==> src/rtl/cdb_writeback_arbiter.sv <==
// Writeback arbiter: buffers results from non-stallable FUs in per-FU FIFOs and
// drains one per cycle, round-robin, onto a registered common data bus.
module cdb_writeback_arbiter #(
  parameter  int unsigned XLEN          = 32,
  parameter  int unsigned ROB_SIZE      = 256,
  parameter  int unsigned PHYS_REG_SIZE = 256,
  parameter  int unsigned NUM_FU        = 4,
  parameter  int unsigned FIFO_DEPTH    = 4,
  parameter  int unsigned STALL_MARGIN  = 2,
  localparam int unsigned ROBW          = $clog2(ROB_SIZE),
  localparam int unsigned PRW           = $clog2(PHYS_REG_SIZE),
  localparam int unsigned SRCW          = $clog2(NUM_FU)
) (
  input  logic                   clk,
  input  logic                   rst,
  input  logic                   flush,
  input  logic [NUM_FU-1:0]      fu_valid,
  input  logic [NUM_FU*XLEN-1:0] fu_result,
  input  logic [NUM_FU*ROBW-1:0] fu_rob,
  input  logic [NUM_FU*PRW-1:0]  fu_dest,
  output logic [NUM_FU-1:0]      fu_stall,
  output logic                   cdb_valid,
  output logic [XLEN-1:0]        cdb_result,
  output logic [ROBW-1:0]        cdb_rob,
  output logic [PRW-1:0]         cdb_dest,
  output logic [SRCW-1:0]        cdb_src,
  output logic                   overflow_err
);
  localparam int unsigned    PW        = $clog2(FIFO_DEPTH);
  localparam int unsigned    CW        = PW + 1;
  localparam logic [CW-1:0]  STALL_LVL = CW'(FIFO_DEPTH - STALL_MARGIN);
  localparam logic [CW-1:0]  FULL_LVL  = CW'(FIFO_DEPTH);
  localparam logic [SRCW-1:0] LAST_FU  = SRCW'(NUM_FU - 1);

  typedef struct packed {
    logic [XLEN-1:0] result;
    logic [ROBW-1:0] rob;
    logic [PRW-1:0]  dest;
  } entry_t;

  entry_t          r_mem   [NUM_FU][FIFO_DEPTH];
  logic [PW-1:0]   r_wptr  [NUM_FU];
  logic [PW-1:0]   r_rptr  [NUM_FU];
  logic [CW-1:0]   r_count [NUM_FU];
  logic [SRCW-1:0] r_rr_ptr;

  entry_t            w_in [NUM_FU];
  entry_t            w_head;
  logic [NUM_FU-1:0] w_nonempty;
  logic [NUM_FU-1:0] w_full;
  logic [NUM_FU-1:0] w_pop;
  logic [NUM_FU-1:0] w_push;
  logic [NUM_FU-1:0] w_drop;
  logic              w_grant_vld;
  logic [SRCW-1:0]   w_grant_idx;
  logic [SRCW-1:0]   w_cand;
  logic [SRCW-1:0]   w_rr_next;

  // Per-FU input unpacking and occupancy status from registered counts.
  always_comb begin
    for (int i = 0; i < int'(NUM_FU); i++) begin
      w_in[i] = '{result: fu_result[i*XLEN +: XLEN],
                  rob:    fu_rob[i*ROBW +: ROBW],
                  dest:   fu_dest[i*PRW +: PRW]};
      w_nonempty[i] = (r_count[i] != '0);
      w_full[i]     = (r_count[i] == FULL_LVL);
      fu_stall[i]   = (r_count[i] >= STALL_LVL);
    end
  end

  // Round-robin search over non-empty FIFOs, starting at r_rr_ptr.
  always_comb begin
    w_grant_vld = 1'b0;
    w_grant_idx = '0;
    w_cand      = '0;
    for (int k = 0; k < int'(NUM_FU); k++) begin
      w_cand = SRCW'((32'(r_rr_ptr) + 32'(k)) % NUM_FU);
      if (!w_grant_vld && w_nonempty[w_cand]) begin
        w_grant_vld = 1'b1;
        w_grant_idx = w_cand;
      end
    end
  end

  assign w_head    = r_mem[w_grant_idx][r_rptr[w_grant_idx]];
  assign w_rr_next = (w_grant_idx == LAST_FU) ? '0 : w_grant_idx + SRCW'(1);

  // A full FIFO still accepts a push when it is popped in the same cycle.
  always_comb begin
    for (int i = 0; i < int'(NUM_FU); i++) begin
      w_pop[i]  = w_grant_vld && (w_grant_idx == SRCW'(i)) && !flush;
      w_push[i] = fu_valid[i] && !flush && (!w_full[i] || w_pop[i]);
      w_drop[i] = fu_valid[i] && !flush && w_full[i] && !w_pop[i];
    end
  end

  always_ff @(posedge clk) begin
    for (int i = 0; i < int'(NUM_FU); i++) begin
      if (w_push[i]) r_mem[i][r_wptr[i]] <= w_in[i];
    end
  end

  // FIFO pointers/counts, arbitration pointer and CDB valid.
  always_ff @(posedge clk) begin
    if (rst || flush) begin
      for (int i = 0; i < int'(NUM_FU); i++) begin
        r_wptr[i]  <= '0;
        r_rptr[i]  <= '0;
        r_count[i] <= '0;
      end
      r_rr_ptr  <= '0;
      cdb_valid <= 1'b0;
    end else begin
      for (int i = 0; i < int'(NUM_FU); i++) begin
        if (w_push[i]) r_wptr[i] <= r_wptr[i] + PW'(1);
        if (w_pop[i])  r_rptr[i] <= r_rptr[i] + PW'(1);
        if (w_push[i] && !w_pop[i]) begin
          r_count[i] <= r_count[i] + CW'(1);
        end else if (!w_push[i] && w_pop[i]) begin
          r_count[i] <= r_count[i] - CW'(1);
        end
      end
      cdb_valid <= w_grant_vld;
      if (w_grant_vld) r_rr_ptr <= w_rr_next;
    end
  end

  // CDB payload holds when nothing is granted; overflow is sticky until rst.
  always_ff @(posedge clk) begin
    if (rst) begin
      cdb_result   <= '0;
      cdb_rob      <= '0;
      cdb_dest     <= '0;
      cdb_src      <= '0;
      overflow_err <= 1'b0;
    end else begin
      if (w_drop != '0) overflow_err <= 1'b1;
      if (w_grant_vld && !flush) begin
        cdb_result <= w_head.result;
        cdb_rob    <= w_head.rob;
        cdb_dest   <= w_head.dest;
        cdb_src    <= w_grant_idx;
      end
    end
  end

endmodule

==> config.mk <==
export PLATFORM = sky130hd
export DESIGN_NAME = cdb_writeback_arbiter
export DESIGN_NICKNAME = d
export VERILOG_FILES = /design/src/rtl/cdb_writeback_arbiter.sv
export SDC_FILE = /design/constraint.sdc
export NUM_CORES = 1
export LEC_CHECK = 0
export ABC_AREA = 0
export CORE_ASPECT_RATIO = 0.75
export CORE_MARGIN = 2
export CORE_UTILIZATION = 35
export CTS_BUF_LIST = sky130_fd_sc_hd__clkbuf_4 sky130_fd_sc_hd__clkbuf_8
export DETAILED_ROUTE_END_ITERATION = 10
export GPL_TIMING_DRIVEN = 0
export PLACE_DENSITY = 0.57
export SLEW_MARGIN = 20
export SYNTH_ARGS = -nofsm -noshare
export SYNTH_HDL_FRONTEND = slang
export SYNTH_SLANG_ARGS = --single-unit
export TNS_END_PERCENT = 30
==> constraint.sdc <==
create_clock -name clk -period 4.1 [get_ports clk]
set_input_delay 0.82 -clock clk [delete_from_list [all_inputs] [get_ports clk]]
set_output_delay 0.82 -clock clk [all_outputs]
set_load 0.01 [all_outputs]
# Word-level counts from Yosys, hierarchy flattened
# Memories as Yosys holds them, arrays and structs flattened.
# Index checks and enable logic that the tools add are counted.
[word_totals] register_bits=54 latch_bits=0 ramBits=796 rom_bits=0 inputBits=199 n_memories=4
[op_classes] add_sub_neg=20 mul=0 div_mod_pow=0 n_lt_le_gt_ge=17 n_eq_ne=7 n_shift=0 mux=102 bitwise=21 n_reduce_logical=67
[mem_list] name="r_mem" words=4 word_bits=192 read_ports=1 rd_clocked_by_memory_dff=0 write_ports=4 line="41" rtl="entry_t r_mem [NUM_FU][FIFO_DEPTH];"
[mem_list] name="r_count" words=4 word_bits=3 read_ports=4 rd_clocked_by_memory_dff=0 write_ports=4 line="44" rtl="logic [CW-1:0] r_count [NUM_FU];"
[mem_list] name="r_rptr" words=4 word_bits=2 read_ports=5 rd_clocked_by_memory_dff=0 write_ports=4 line="43" rtl="logic [PW-1:0] r_rptr [NUM_FU];"
[mem_list] name="r_wptr" words=4 word_bits=2 read_ports=4 rd_clocked_by_memory_dff=0 write_ports=4 line="42" rtl="logic [PW-1:0] r_wptr [NUM_FU];"
[ops] operator="two-way mux 192 bit" count=4
[ops] operator="demux 48 bit (select 2 bit)" count=4
[ops] operator="two-way mux 48 bit" count=6
[ops] operator="binary-select mux 48 bit (select 2 bit)" count=1
[ops] operator="two-way mux 1 bit" count=62
[ops] operator="logical AND 1 bit" count=40
[ops] operator="two-way mux 2 bit" count=13
[ops] operator="two-way mux 3 bit" count=8
[ops] operator="adder 2 x 1 -> 2 bit, second input constant" count=10
[ops] operator="logical NOT 1 bit" count=16
[ops] operator="OR 1 bit" count=16
[ops] operator=">= comparator 3 bit, second input constant" count=5
[ops] operator="NOT 2 -> 3 bit" count=5
[ops] operator="adder 3 x 1 -> 3 bit, second input constant" count=4
[ops] operator="equality test 3 bit, second input constant" count=4
[ops] operator=">= comparator 3 x 2 -> 1 bit, second input constant" count=4
[ops] operator="less-than comparator 2 x 3 -> 1 bit, second input constant" count=4
[ops] operator="less-than comparator 3 x 1 -> 1 bit, second input constant" count=4
[ops] operator="nonzero test 3 bit" count=4
[ops] operator="subtractor 3 x 1 -> 3 bit, second input constant" count=4
[ops] operator="binary-select mux 1 bit (select 2 bit)" count=4
[ops] operator="logical OR 1 bit" count=5
[ops] operator="adder 2 bit, second input constant" count=2
[ops] operator="equality test 2 bit, second input constant" count=2
[ops] operator="3 further kinds" count=3

# Depth between registers and ports, before layout
[depth] ltp_word=25 mapped_depth=16 depth_no_buf=13

# Least setup slack after synthesis
# Ideal clock, no wire load.
[synth_timing] path_type="reg-to-reg" from="memory r_count[1][1] (netlist bit)" to="memory r_mem[0][0] (netlist bit), enable pin" setup_ns=0.410 arrival_time_ns=3.716 required_time_ns=3.690 path_slack_ns=-0.026 path_stages_with_launch=12 path_buffers=4 cell_sequence="edfxtp_1 > or3_1 > buf_2 > or3_1 > nand3_2 > buf_6 > buf_6 > buf_2 > ha_1 > nor4b_1 > nor3b_1 > and2_1"
[synth_lines] element="from (decl)" line="44"
[synth_lines] element="to (decl)" line="41"

==> reports/metrics.csv <==
stage,metric,value,unit
route,DRT iter0 DRCs,2939,
final_layout,FILL cells,8713,
floorplan,initial core utilization,0.3525,
setup_path,crit end category,flip-flop,
synth,Compound-Gate Fraction of Synth Area,0.06943,
sta,Setup TNS,0,ps
final_layout,Final nets,2813,
clock_tree,"Clk Latency, worst-skew pair",810,ps
synth,Post-Syn Area,0.03419,mm2
synth,Synth Flop Type,edfxtp_1,
grt,pin count of the biggest net entering global routing,34,
setup_path,CP Launch Type,flip-flop,
power_and_ir_drop,leakage,0.01522,uW
grt,total global-route track usage,0.2340,
placement,PortBufs,254,
clock_tree,Worst-path clk slew,70,ps
synth,YS warnings,0,
route,Avg WL per Cell,29.65,um
floorplan,core area,0.09699,mm2
power_and_ir_drop,pwr dens,627.9,mW/mm2
sta,final hold vios,0,
clock_tree,Max Root-Sink Buffers,3,
grt,GR Layer Usage met3,0.05788,
synth,Synth Area in XOR/XNOR,0.002562,
synth,Mapped Nets,2382,
sta,final slew viol count,0,
floorplan,die height,274.7,um
grt,met1 GRT Util,0.3201,
sta,Max Fclk,254.0,MHz
power_and_ir_drop,Final Power,26340,uW
grt,gr ovfl total,0,
floorplan,std cell rows,99,
synth,multiplexer share of the synthesized area,0.1127,
power_and_ir_drop,peak supply drop,0.3762,mV
route,post-detailed-route DRC marker count,0,
floorplan,Die X,364.9,um
synth,#FFs+latches synth,850,
status,outcome,completed,
power_and_ir_drop,sw power,9106,uW
route,Detailed Route WL,119300,um
grt,GR peak layer,met2,
setup_path,Setup Crit Path Kind,reg2reg,
sta,Tmin final,3937,ps
grt,vias in the first global route,22290,
power_and_ir_drop,Clk network pwr share,0.290,
synth,number of synthesized flops with an enable pin,796,
clock_tree,CTS tree,yes,
placement,gpl congestion,0.8409,
route,vias,22150,
synth,Synth Area in Simple Gates,0.04933,
sta,fin crit share,0.9604,
route,detailed-route vias per instance,5.504,
setup_path,CP arrival,4390,ps
synth,Synth cell types,51,
min_path,Worst Hold Class,reg2reg,
clock_tree,TritonCTS Buffers,142,
flow_run,Max-cap violations,0,
sta,Slew @ Worst Pin,1083,ps
synth,Cells after Synth,2158,
floorplan,die area,0.1002,mm2
route,post-route ant nets,0,
placement,HPWL Detailed,73360,um
route,DR pass1 iterations,9,
power_and_ir_drop,internal power,17240,uW
synth,largest family of logic cells by synthesized area,multiplexers,
grt,first-pass GRT wire length,163200,um
final_layout,most frequent cells in the layout,"edfxtp_1, mux2i_1, clkdlybuf4s50_1",
grt,initial antenna violation count,10,
sta,"Setup violations, final",0,
synth,Post-Synth Adder-Cell Area,0.009808,
setup_path,Worst Path Required,4560,ps
power_and_ir_drop,Sw Ratio,0.3457,
sta,slew margin rel.,0.2782,
synth,sequential share of the synthesized area,0.7308,
clock_tree,Root Buffer Master,clkbuf_8,
synth,"Avg Cell Area, Syn",15.84,um2
final_layout,Layout Utilization,0.4326,
clock_tree,CTS sink cnt,850,
grt,Global Route met2 Usage,0.3610,
setup_path,worst-path fanout max,31,
power_and_ir_drop,Comb pwr share,0.321,
clock_tree,Post-CTS Hold Fix Bufs,0,
sta,Clock Skew,33.36,ps
final_layout,"most common cell after layout, fill and taps aside",edfxtp_1,
final_layout,share of layout cells above drive strength 1,0.1501,
synth,fraction of registers with async set/reset,0,
sta,RSZ-0062 raised after global routing,no,
clock_tree,CTS H-Tree Depth,4,
power_and_ir_drop,sequential group share of total power,0.389,
floorplan,num ports,255,
final_layout,area grow syn2layout,22.73,%
## routing by layer
metal,vias to the layer above,part of all wire
met5,-,0.00049
li1,9256,-
met3,243,0.11
met2,1465,0.45
met4,10,0.031
met1,11180,0.41
## power by group through the flow
stage / Combinational [uW] / Clock (uW) / Sequential (uW)
3_5_place_dp: 8240 / 0 / 10400
5_1_grt: 8830 / 8100 / 10300
3_3_place_gp: 8100 / 0 / 10400
2_1_floorplan: 4770 / 0 / 10400
4_1_cts: 8320 / 7740 / 10300
6_report: 8450 / 7640 / 10300
## worst max-delay path, cell delays in order, from the launching register on
cell and delay (ps):
edfxtp_1 490, or3_1 470, a32oi_1 270, nand3_2 160, inv_2 110, buf_6 170, buf_2 300, buf_4 300
ha_1 280, and3b_1 250, nor2_4 220, and2_4 240, buf_16 260
## per-stage QoR
stage	instances	area (um2)	hold slack, ps	setup WS [ps]
2_1_floorplan	2158	34190	480.5	-25.05
3_3_place_gp	3725	38380	477.3	-2914
3_5_place_dp	3741	38810	471.3	-821.9
5_1_grt	4022	41950	502.0	51.76
4_1_cts	4015	41890	487.2	5.582
6_report	4024	41960	493.4	162.5
## kinds of logic (layout without fill, tap and decap cells)
family,Yosys count,in the layout
compound gates,366,366
xor+xnor,10,10
fa+ha+maj,25,25
buf+inv,157,699
flops,850,850
mux,385,385
other cells,0,6
simple gates,365,370
## state kept, by name (all words and copies together) (netlist names)
name,flops
r_mem,768
cdb_result,32
r_rptr,8
overflow_err,1
cdb_src,2
cdb_dest,8
cdb_valid,1
r_count,12
r_wptr,8
r_rr_ptr,2
cdb_rob,8
## layout make-up
class | count | area, um2 | share of cell area
buffer | 133 | 794.5 | 0.01894
tap | 1313 | 1643 | 0.03915
clock buffer | 212 | 2567 | 0.06119
clock inverter | 48 | 321.6 | 0.007664
inverter | 23 | 86.33 | 0.002058
antenna | 6 | 15.01 | 0.0003578
multi-input combinational | 1156 | 8453 | 0.2015
sequential | 850 | 24980 | 0.5955
timing repair buffer | 283 | 3093 | 0.07372
## synthesized netlist by cell type (2+ instances only)
master    instances  area (um2)
fa_1              3       60.06
clkbuf_1         36       135.1
nand3_1           9       45.04
buf_1             9       33.78
a31oi_1           2       12.51
xnor2_1           8       70.07
and3b_1           4       35.03
nand2b_1         52       325.3
buf_4            14       105.1
nor3b_1           6       45.04
and2_1           16       100.1
a221oi_1          2       17.52
mux2i_1         385        3854
edfxtp_1        796       23900
inv_2             2       7.510
inv_1            21       78.83
nor2_1           27       101.4
nor3_1            7       35.03
nand4_1           2       12.51
buf_2            54       270.3
o21ai_0           5       25.02
ha_1             22       275.3
buf_6            21       236.5
dfxtp_1          54        1081
a21oi_1         201        1006
or2_2             6       37.54
a222oi_1         48       480.5
nand2_1         221       829.6
xor2_1            2       17.52
a22oi_1          97       728.2
or3_1             6       37.54
## what timing repair did
item / CTS / global route
pin swaps: 9 / 1
gates resized for setup: 10 / 9
endpoints found under the setup margin: 392 / 262
buffers inserted: 10 / 2
cloned: 5 / 0
## worst paths after layout
check	startpoint	endpoint	slack (ps)	depth (start not counted)
setup / recovery	r_count[2][1]$_SDFFCE_PN0P_	r_mem[3][127]$_DFFE_PP_	160	12
hold / removal	cdb_result[15]$_SDFFE_PP0P_	cdb_result[15]$_SDFFE_PP0P_	490	2
setup reg to reg	r_count[2][1]$_SDFFCE_PN0P_	r_mem[3][127]$_DFFE_PP_	160	12
hold reg to reg	cdb_result[15]$_SDFFE_PP0P_	cdb_result[15]$_SDFFE_PP0P_	490	2
Note: power is estimated with default switching activity, not from simulation.
==> edit 1 (same settings) <==
`PHYS_REG_SIZE`: 256 -> 1024.
--- a/src/rtl/cdb_writeback_arbiter.sv
+++ b/src/rtl/cdb_writeback_arbiter.sv
@@ -5,3 +5,3 @@
   parameter  int unsigned ROB_SIZE      = 256,
-  parameter  int unsigned PHYS_REG_SIZE = 256,
+  parameter  int unsigned PHYS_REG_SIZE = 1024,
   parameter  int unsigned NUM_FU        = 4,
Ports: changed (resized cdb_dest and fu_dest); port bits go from 255 to 265. The function was not compared with the original's and may differ.
==> edit 1 against the unedited design <==
- critical path type unchanged
- via count up 1.5%
- final area increased by 3.5%
- non-clock buffer count is 12 higher
- sequential cell count is 34 higher
- setup slack lost 0.020 ns
- routed wire length up 1.9%
- synthesized area is 3.5% higher
- total power increased by 13%
==> edit 1: results <==
group,metric,value,unit
routing,drt_iter0_markers,2699,
logic_synthesis,seq_area_frac_synth,73.4,%
pwr,vdd_drop_max,0.000462,V
logic_synthesis,synth_compound_area_share,7.72,%
critical_path,critPathMaxFanout,10,
timing,fin_skew,0.0484,ns
logic_synthesis,synth_edf_count,828,
global_routing,antenna_found_initial,5,
clock_network,numCtsBuffers,145,
layout,largest_reg_flops,800,
placement,hpwl,74.9,mm
logic_synthesis,synth.distinct_cells,47,
global_routing,grt_use_met3,5.73,%
global_routing,grt_usage,23.0,%
placement,io_buffers,262,
critical_path,arrival,4.58,ns
min_path,hold_class,"input pin to flop",
placement,place_ws,-1.04,ns
layout,drive_above_1_share,15.2,%
status,outcome,"finished clean",
placement,place_congestion,0.843,
logic_synthesis,synth_xor_area_share,0.223,%
global_routing,grtUsageMet1,31.2,%
routing,dr.pass1.iters,5,
routing,drt_wl_total,122,mm
logic_synthesis,synth_common_cells,"edfxtp_1 (828), mux2i_1 (403), a21oi_1 (258)",
clock_network,clk_latency,0.84,ns
global_routing,grt_pass1_vias,22900,
global_routing,grt_max_degree,35,
layout,nFillCells,8806,
layout,layout.nets,2902,
routing,routed-via-count,22500,
global_routing,global_route.usage.met2,36.1,%
timing,relSlewSlack,23.7,%
logic_synthesis,synth_mux_area_share,11.4,%
edit 1: cell count changes after synthesis, sizes merged, moves of 4 or more:
cell    change
o21ai       -4
a221oi     +48
a21oi      +57
edfxtp     +32
a22oi       +4
and3        +7
mux2i      +18
a222oi     -48
nand2b     -46
nor3b       -5
clkbuf      +7
edit 1: path summary, 6_finish.rpt:
kind                                     from        endpoint  slack, ns  cells past startpoint
worst max-delay path            r_count[1][2]  cdb_result[15]       0.14                      8
worst min-delay path                      rst      cdb_src[1]       0.44                      2
worst max register to register  r_count[1][2]  cdb_result[15]       0.14                      8
worst min register to register     cdb_src[1]      cdb_src[1]       0.47                      2
edit 1: power breakdown:
part           internal, mW  switching (mW)
Sequential             10.4           0.352
Clock                  4.29            3.64
Combinational          4.05            6.93
Total                  18.8            10.9
edit 1: critical path: stages, from the launching register on:
cell and delay, ns:
edfxtp_1 0.51, or3_1 0.45, a211oi_1 0.40, o32ai_4 0.20
inv_2 0.19, nand3_1 0.12, a21oi_1 0.91, clkbuf_1 0.77
a221oi_1 0.18
edit 1: final cells by class:
type	instances	area [um2]	share of cell area (%)
sequential	884	26000	59.8
multi-input combinational	1185	8690	20.0
timing repair buffer	290	3170	7.31
clock buffer	210	2580	5.95
tap	1326	1660	3.82
buffer	138	786	1.81
clock inverter	61	433	0.997
inverter	26	103	0.236
antenna	3	7.51	0.0173
edit 1: timing repair:
| action | CTS | global route |
|---|---|---|
| cloned | 7 | 1 |
| hold buffers | 0 | 0 |
| buffers inserted | 10 | 2 |
| resized for setup | 11 | 16 |
| endpoints found under the hold margin | 0 | 0 |
| endpoints found under the setup margin | 429 | 433 |
| pin swaps | 9 | 2 |
edit 1: cells by family after synthesis:
family / count (synthesis)
flops: 884
mux: 403
fa+ha+maj: 25
xor+xnor: 9
simple gates: 317
compound gates: 423
buf+inv: 165
edit 1: metal layers:
metal	vias up	routed length, um
li1	9523	-
met1	11400	49900
met2	1336	55700
met3	229	12200
met4	4	3730
met5	-	23
edit 1: through the flow:
stage	instance area (um2)	std cells	hold slack (ns)
5_1_grt	43400	4121	0.444
4_1_cts	43300	4117	0.365
3_3_place_gp	39700	3814	0.455
6_report	43400	4123	0.436
2_1_floorplan	35400	2226	0.481
3_5_place_dp	40100	3830	0.465
==> edit 2 (same flow settings) <==
Without the edit above. Register the output `overflow_err` once more, with the module's reset; this adds one clock of latency there. The other outputs are not delayed to match.
--- a/src/rtl/cdb_writeback_arbiter.sv
+++ b/src/rtl/cdb_writeback_arbiter.sv
@@ -39,2 +39,4 @@
   } entry_t;
+
+  logic overflow_err_s0;
 
@@ -134,5 +136,5 @@
       cdb_src      <= '0;
-      overflow_err <= 1'b0;
+      overflow_err_s0 <= 1'b0;
     end else begin
-      if (w_drop != '0) overflow_err <= 1'b1;
+      if (w_drop != '0) overflow_err_s0 <= 1'b1;
       if (w_grant_vld && !flush) begin
@@ -146,2 +148,10 @@
 
+  always_ff @(posedge clk) begin
+    if (rst) begin
+      overflow_err <= '0;
+    end else begin
+      overflow_err <= overflow_err_s0;
+    end
+  end
+
 endmodule
Formal check against the unedited RTL: same outputs for any inputs over 4 cycles, from zero or initial values and one cycle with rst high; that may be too few to reach the edited logic, so the function may still have changed.
==> edit 2 against the unedited design <==
- final area rose by 0.37%
- first-iteration DRC count rose by 21%
- non-clock buffer count rose by 65
- sequential cell count rose by 1
- total power rose by 7.1%
- setup slack got worse by 0.15 ns
- synthesized area rose by 1.4%
- routed wire length rose by 6.7%
- clock power fell by 5.1%
- critical endpoint is now cdb_result[30]
- highest routed layer unchanged
==> edit 2: results <==
group,metric,value,unit
status,outcome,"finished clean",
routing,routedWlPerCell,30.2,um
critical_path,critPathMaxFanout,10,
logic_synthesis,yosysWarnings,0,
placement,place_congestion,0.862,
critical_path,arrival,4.74,ns
logic_synthesis,seq_area_frac_synth,72.1,%
logic_synthesis,synth_fp_nets,2601,
global_routing,grt_pass1_vias,24800,
placement,hpwl,85.7,mm
routing,dr.pass1.iters,6,
logic_synthesis,synth_common_cells,"edfxtp_1 (796), nand2_1 (257), a21oi_1 (199)",
routing,routed-via-count,24700,
logic_synthesis,synth_cells,2378,
placement,io_buffers,252,
routing,viasPerCell,5.85,
global_routing,grt_usage,24.2,%
logic_synthesis,synth.distinct_cells,57,
clock_network,numCtsBuffers,135,
layout,drive_above_1_share,13.2,%
pwr,p_leak,14.0,nW
routing,drt_iter0_markers,3551,
pwr,vdd_drop_max,0.000432,V
timing,fin_skew,0.0340,ns
placement,dp.cells,3959,
global_routing,grt_max_degree,39,
layout,layout.nets,3019,
timing,tightest_slew,1.06,ns
clock_network,cts_buffer_depth,3,
global_routing,grt_pass1_wl,177,mm
layout,nFillCells,8807,
global_routing,antenna_found_initial,8,
[edit 2: final timing paths]
kind                                 startpoint        endpoint  slack [ns]  cells after the start
worst min-delay path            overflow_err_s0    overflow_err        0.47                      1
worst max-delay path              r_count[2][1]  cdb_result[30]        0.02                     10
worst max register to register    r_count[2][1]  cdb_result[30]        0.02                     10
worst min register to register  overflow_err_s0    overflow_err        0.47                      1
[edit 2: per-stage QoR]
stage	worst slack (ns)	total power, mW	area [um2]	hold slack, ns	setup TNS [ns]
after floorplan	0.112	16.4	34700	0.439	0
after global placement	-2.43	20.6	38800	0.449	-1329.66
after detailed placement	-0.678	20.8	39200	0.463	-87.57
after CTS	0.00923	28.0	42000	0.455	0
after global routing	-0.0300	29.2	42100	0.488	-0.0615
final	0.0158	28.2	42100	0.472	0
[edit 2: where the power goes]
group / leakage (nW) / internal [mW] / switching, mW
Clock: 1.42 / 3.86 / 3.38
Combinational: 4.83 / 3.33 / 7.45
Sequential: 7.73 / 9.95 / 0.231
Total: 14.0 / 17.1 / 11.1
[edit 2: logic make-up (layout without fill, tap and decap cells)]
family / after synthesis / in the layout / share of synthesized area [%]
xor gates and xnor gates: 10 / 10 / 0.253
adders and majority gates: 24 / 24 / 0.931
and+or+nand+nor: 402 / 408 / 5.24
buffers and inverters: 233 / 746 / 2.86
muxes: 99 / 99 / 2.86
other: 0 / 3 / 0
AOI/OAI and AO/OA: 759 / 759 / 15.7
DFF: 851 / 851 / 72.1
[edit 2: layer usage]
| layer | track usage (%) | wire (um) | vias up |
|---|---|---|---|
| met5 | 0.891 | 177 | - |
| met2 | 36.4 | 56500 | 1684 |
| li1 | - | - | 10300 |
| met4 | 8.84 | 4240 | 10 |
| met3 | 7.99 | 15500 | 276 |
| met1 | 32.6 | 50900 | 12400 |
[edit 2: cell type report]
| type | instances | share of cell area [%] |
|---|---|---|
| multi-input combinational | 1300 | 21.0 |
| clock buffer | 209 | 5.91 |
| antenna | 3 | 0.0178 |
| timing repair buffer | 276 | 7.07 |
| sequential | 851 | 59.4 |
| buffer | 205 | 2.13 |
| inverter | 27 | 0.253 |
| clock inverter | 29 | 0.386 |
| tap | 1313 | 3.90 |
[edit 2: worst max-delay path: stages (launching register included)]
cell	delay [ns]
edfxtp_1	0.50
nor3_4	0.40
nor2_1	0.13
o32ai_2	0.47
inv_2	0.13
nand3_1	0.32
clkbuf_1	0.67
clkbuf_1	0.61
a221oi_1	0.20
o21ai_1	0.38
o211ai_2	0.14
[edit 2: repair_timing]
item                                    4_1_cts  5_1_grt
endpoints found under the setup margin      237      432
gates cloned                                  3        3
pin swaps                                     4        4
buffers inserted                              4        4
gates resized for setup                       6       14
